$ cat src/rtl/clk_enable_gen.sv
// Multi-channel tick-enable and phase generator with a start/pause/timeout run controller.
// Each channel divides enabled RUN cycles by a divisor that can be reprogrammed at run time.
module clk_enable_gen #(
    parameter int NUM_CHANNELS = 2,
    parameter int DIV_WIDTH    = 8,
    parameter int CNT_WIDTH    = 16,
    parameter int RESET_DIV    = 2,
    localparam int CH_W        = (NUM_CHANNELS > 1) ? $clog2(NUM_CHANNELS) : 1
) (
    input  logic                    clk,
    input  logic                    rst,
    input  logic                    enable,
    input  logic                    start,
    input  logic                    div_load,
    input  logic [CH_W-1:0]         div_chan,
    input  logic [DIV_WIDTH-1:0]    div_value,
    input  logic [CNT_WIDTH-1:0]    timeout_value,
    output logic [NUM_CHANNELS-1:0] chan_tick,
    output logic [NUM_CHANNELS-1:0] chan_phase,
    output logic                    running,
    output logic                    done,
    output logic [CNT_WIDTH-1:0]    cycle_count
);

    typedef enum logic [1:0] {IDLE, RUN, DONE} state_t;

    localparam logic [CH_W:0] NUM_CH_EXT = NUM_CHANNELS[CH_W:0];

    state_t                 state;
    logic [CNT_WIDTH-1:0]   timeout_lat;
    logic [DIV_WIDTH-1:0]   cnt      [NUM_CHANNELS];
    logic [DIV_WIDTH-1:0]   act_div  [NUM_CHANNELS];
    logic [DIV_WIDTH-1:0]   shd_div  [NUM_CHANNELS];
    logic [DIV_WIDTH-1:0]   shd_next [NUM_CHANNELS];
    logic [NUM_CHANNELS-1:0] wrap;
    logic                   load_ok;
    logic                   start_run;
    logic                   last_cycle;

    assign load_ok    = div_load && ({1'b0, div_chan} < NUM_CH_EXT);
    assign start_run  = start && (state != RUN);
    assign last_cycle = (state == RUN) && enable && (timeout_lat != '0) &&
                        (cycle_count == timeout_lat - CNT_WIDTH'(1));

    // A load landing on a wrap cycle is forwarded so the very next period already uses it.
    always_comb begin
        wrap = '0;
        for (int i = 0; i < NUM_CHANNELS; i++) begin
            shd_next[i] = (load_ok && (div_chan == CH_W'(i))) ? div_value : shd_div[i];
            if (act_div[i] == '0)
                wrap[i] = (cnt[i] == '0);
            else
                wrap[i] = (cnt[i] == act_div[i] - DIV_WIDTH'(1));
        end
    end

    always_ff @(posedge clk) begin
        if (rst) begin
            state       <= IDLE;
            timeout_lat <= '0;
            cycle_count <= '0;
            chan_tick   <= '0;
            chan_phase  <= '0;
            for (int i = 0; i < NUM_CHANNELS; i++) begin
                cnt[i]     <= '0;
                act_div[i] <= DIV_WIDTH'(RESET_DIV);
                shd_div[i] <= DIV_WIDTH'(RESET_DIV);
            end
        end else begin
            chan_tick <= '0;
            for (int i = 0; i < NUM_CHANNELS; i++)
                shd_div[i] <= shd_next[i];
            case (state)
                IDLE, DONE: begin
                    if (start_run) begin
                        state       <= RUN;
                        timeout_lat <= timeout_value;
                        cycle_count <= '0;
                        chan_phase  <= '0;
                        for (int i = 0; i < NUM_CHANNELS; i++) begin
                            cnt[i]     <= '0;
                            act_div[i] <= shd_next[i];
                        end
                    end
                end
                RUN: begin
                    if (enable) begin
                        if (cycle_count != '1)
                            cycle_count <= cycle_count + CNT_WIDTH'(1);
                        if (last_cycle)
                            state <= DONE;
                        // Ticks are suppressed on the edge that leaves RUN.
                        for (int i = 0; i < NUM_CHANNELS; i++) begin
                            if (wrap[i]) begin
                                cnt[i]        <= '0;
                                chan_tick[i]  <= !last_cycle;
                                chan_phase[i] <= ~chan_phase[i];
                                act_div[i]    <= shd_next[i];
                            end else begin
                                cnt[i] <= cnt[i] + DIV_WIDTH'(1);
                            end
                        end
                    end
                end
                default: state <= IDLE;
            endcase
        end
    end

    assign running = (state == RUN);
    assign done    = (state == DONE);

endmodule
$ cat config.mk
export PLATFORM = sky130hd
export DESIGN_NAME = clk_enable_gen
export DESIGN_NICKNAME = d
export VERILOG_FILES = /design/src/rtl/clk_enable_gen.sv
export SDC_FILE = /design/constraint.sdc
export NUM_CORES = 1
export LEC_CHECK = 0
export ABC_AREA = 1
export BUFFER_PORTS_ARGS = -buffer_cell sky130_fd_sc_hd__buf_2
export CAP_MARGIN = 30
export CORE_UTILIZATION = 54
export CTS_CLUSTER_DIAMETER = 200
export CTS_CLUSTER_SIZE = 12
export DETAILED_ROUTE_END_ITERATION = 12
export HOLD_SLACK_MARGIN = 0.03
export PLACE_DENSITY = 0.74
export SLEW_MARGIN = 20
export SYNTH_ARGS = -nofsm -noshare
export SYNTH_HDL_FRONTEND = slang
export SYNTH_SLANG_ARGS = --single-unit
$ cat constraint.sdc
create_clock -name clk -period 1.8 [get_ports clk]
set_input_delay 0.18 -clock clk [delete_from_list [all_inputs] [get_ports clk]]
set_output_delay 0.18 -clock clk [all_outputs]
set_load 0.05 [all_outputs]
==> out/summary.txt <==
Critical-path top delay cell: edfxtp_1
worst endpoint data arrival time: 2160 ps
die span in x: 100 um
Tmin final: 2030 ps
Worst slew margin: 64.3%
fin crit share: 113%
RR Startpoint: act_div[0][9]
failing checks: setup timing
Comb pwr share: 24.5%
Max stage delay on crit path: 420 ps
Psw: 1.57 mW
full die area: 10000 um2
Total GRT Usage: 27.1%
vias per inst: 5.05
Initial Util: 56.1%
clock tree buffer depth: 2
Post-Synthesis Cells: 747
Async SR Flop Fraction: 0%
TritonCTS clock tree: done
Worst Skew: 9.42 ps
Worst-path clk slew: 90 ps
synthesis-to-finish area growth: 25.0%
worst path required time: 1920 ps
Main synth FF type: dfxtp_1
worst-path cell chain: inv_2, ha_4, nand2_2, o21ai_0, nand2_1, nand3_1, nor2_1, nand2_1, nand2_2, nand2_4, nand3_4, nand2_1, inv_1
Pint: 3.39 mW
worst hold path startpoint: timeout_value[3]
vias in the first global route: 4733
Multi-input gate area: 2910 um2
fraction of power consumed by sequential logic: 45.6%
worst setup path startpoint: act_div[0][9]
most used cell, CP: nand2_1
CTS sink cnt: 86
pre-CTS WS: -277 ps
global-route wire length before repair: 21.5 mm
number of setup violations in the final report: 50
RSZ-0062 raised after global routing: yes
core area: 9280 um2
post-synthesis area per instance: 6.97 um2
Die Span Y: 100 um
Hold Crit Class: input pin to flop
warnings from Yosys: 0
Tightest Pin Transition: 534 ps
Antenna Nets Post-Route: 0
count of pins over their slew limit: 0
max-cap violation count: 0
io pins: 52
cts bufs inserted: 9
PD cells: 760 nW/um2
Pleak: 3.15 nW
largest net degree at the start of global routing: 19
# hold bufs at CTS: 0
critical-path maximum fanout: 8
clk root buf: clkbuf_8
GPL Wtd Cong: 0.884
dpl hpwl: 9.69 mm
drt first pass iters: 4
H-tree Lvls: 3
total number of vias: 4957
Filler cells: 738
final hold violation count: 0
Final #Nets: 886
Yosys cell types: 36
sequential element share of the synthesized area: 39.2%
initial DRC count: 179
Max VDD drop: 0.423 mV
Avg WL per Cell: 13.4 um
Clk Latency, worst-skew pair: 360 ps
max frequency: 492 MHz
Crit Path Category: flop to flop
remaining global-route overflow: 0
overall power: 4.95 mW
initial antenna violation count: 0
Post-synth EDFFs: 32
drt total wl: 13.2 mm
cell area after synthesis: 5210 um2
Clk pwr share: 29.9%
crit end category: flop
worst setup margin: -233 ps
DRC: 0
outcome: finished with violations
layout cells sized above 1: 27.1%
Seq. cell area: 2060 um2
Ant. Diodes: 0
startpoint types: flop
IO buf count: 51
#FFs+latches synth: 86
Net Sw Frac: 31.6%
num rows: 35
Mapped Nets: 786
==> final timing paths <==
check              endpoint  slack, ps  depth (start not counted)
max           act_div[0][5]       -230                         13
min          timeout_lat[3]         40                          3
max reg2reg   act_div[0][5]       -230                         13
min reg2reg  cycle_count[4]        490                          2
==> Yosys cell counts, types with 12 or more instances <==
cell type,count,area (um2)
nand4_1,14,87.6
edfxtp_1,32,961
xnor2_1,18,158
nor3_1,14,70.1
a21oi_1,14,70.1
nand3_1,64,320
o21ai_0,36,180
inv_1,123,462
dfxtp_1,54,1080
nor2_1,113,424
nand2_2,12,75.1
nand2_1,170,638
xor2_1,27,236
==> state kept, by name, summed over array words and instances, names as in the netlist <==
signal / count
shd_div: 16
chan_tick: 2
timeout_lat: 16
cycle_count: 16
chan_phase: 2
state: 2
cnt: 16
act_div: 16
==> logic make-up (layout without fill, tap and decap cells) <==
group           Yosys count  after routing  share of synthesized area (%)
simple gates            404            405                           33.7
mux                       2              2                          0.384
buf+inv                 144            248                           11.1
fa+ha+maj                 9              9                           2.16
xor+xnor                 45             45                           7.56
compound gates           57             57                           5.86
flops                    86             86                           39.2
==> cells in the final DEF, fill, tap and decap left out, types with 4 or more instances in the layout <==
master / count
nand4_1: 14
nand3_1: 61
edfxtp_1: 32
inv_1: 112
buf_2: 51
inv_2: 14
o21ai_0: 33
buf_4: 49
ha_4: 4
dfxtp_1: 44
nor2_2: 22
nand2_1: 145
a21oi_1: 14
nor3_1: 13
ha_1: 5
xnor2_1: 18
nor2_1: 90
clkbuf_8: 10
nand2_2: 31
nor2_4: 9
nand2_4: 4
xor2_1: 25
dfxtp_2: 7
==> area by class of cell <==
class                           count  share of cell area (%)
Multi-Input combinational cell    518                    44.7
Sequential cell                    86                    31.7
Timing Repair Buffer              104                    10.4
Inverter                          128                    7.41
Clock buffer                       12                    2.55
Tap cell                          129                    2.48
Clock inverter                      4                   0.807
==> critical path: cells and delay by family, from the launching register on <==
kind	cells	cell delay, ps
and+or+nand+nor	9	890
adders and majority gates	1	150
AOI/OAI and AO/OA	1	180
DFF	1	420
buffers and inverters	2	140
==> through the flow <==
step | hold WS, ps | util (%) | instances | TNS (ps) | cell area, um2
finish | 37.3 | 70.2 | 981 | -8810 | 6510
global route | 45.5 | 70.2 | 981 | -13960 | 6510
CTS | 35.1 | 67.7 | 975 | -6020 | 6280
detailed placement | 410 | 64.3 | 956 | -8340 | 5970
global placement | 402 | 64.3 | 956 | -5260 | 5970
floorplan | 317 | - | 747 | -1950 | 5290
==> repair_timing <==
item,CTS,global route
gates resized for setup,28,55
endpoints found under the setup margin,52,66
pin swaps,20,26
setup buffers,3,6
cloned,1,0
==> routing by layer <==
metal / up-vias / part of all wire [%] / track usage (%)
li1: 2547 / - / -
met1: 2221 / 42 / 33.4
met2: 153 / 50 / 47.0
met3: 36 / 4.9 / 3.90
met4: 0 / 3.0 / 12.4
met5: - / 0 / 0
==> power groups by stage <==
stage          Sequential, mW  Clock [mW]  Combinational, mW
5_1_grt                  2.28        1.57               1.36
6_report                 2.26        1.48               1.21
3_3_place_gp             2.29           0               1.06
3_5_place_dp             2.29           0               1.09
4_1_cts                  2.25        1.49               1.12
2_1_floorplan            2.29           0              0.741
Power figures use the tool's default switching activity.
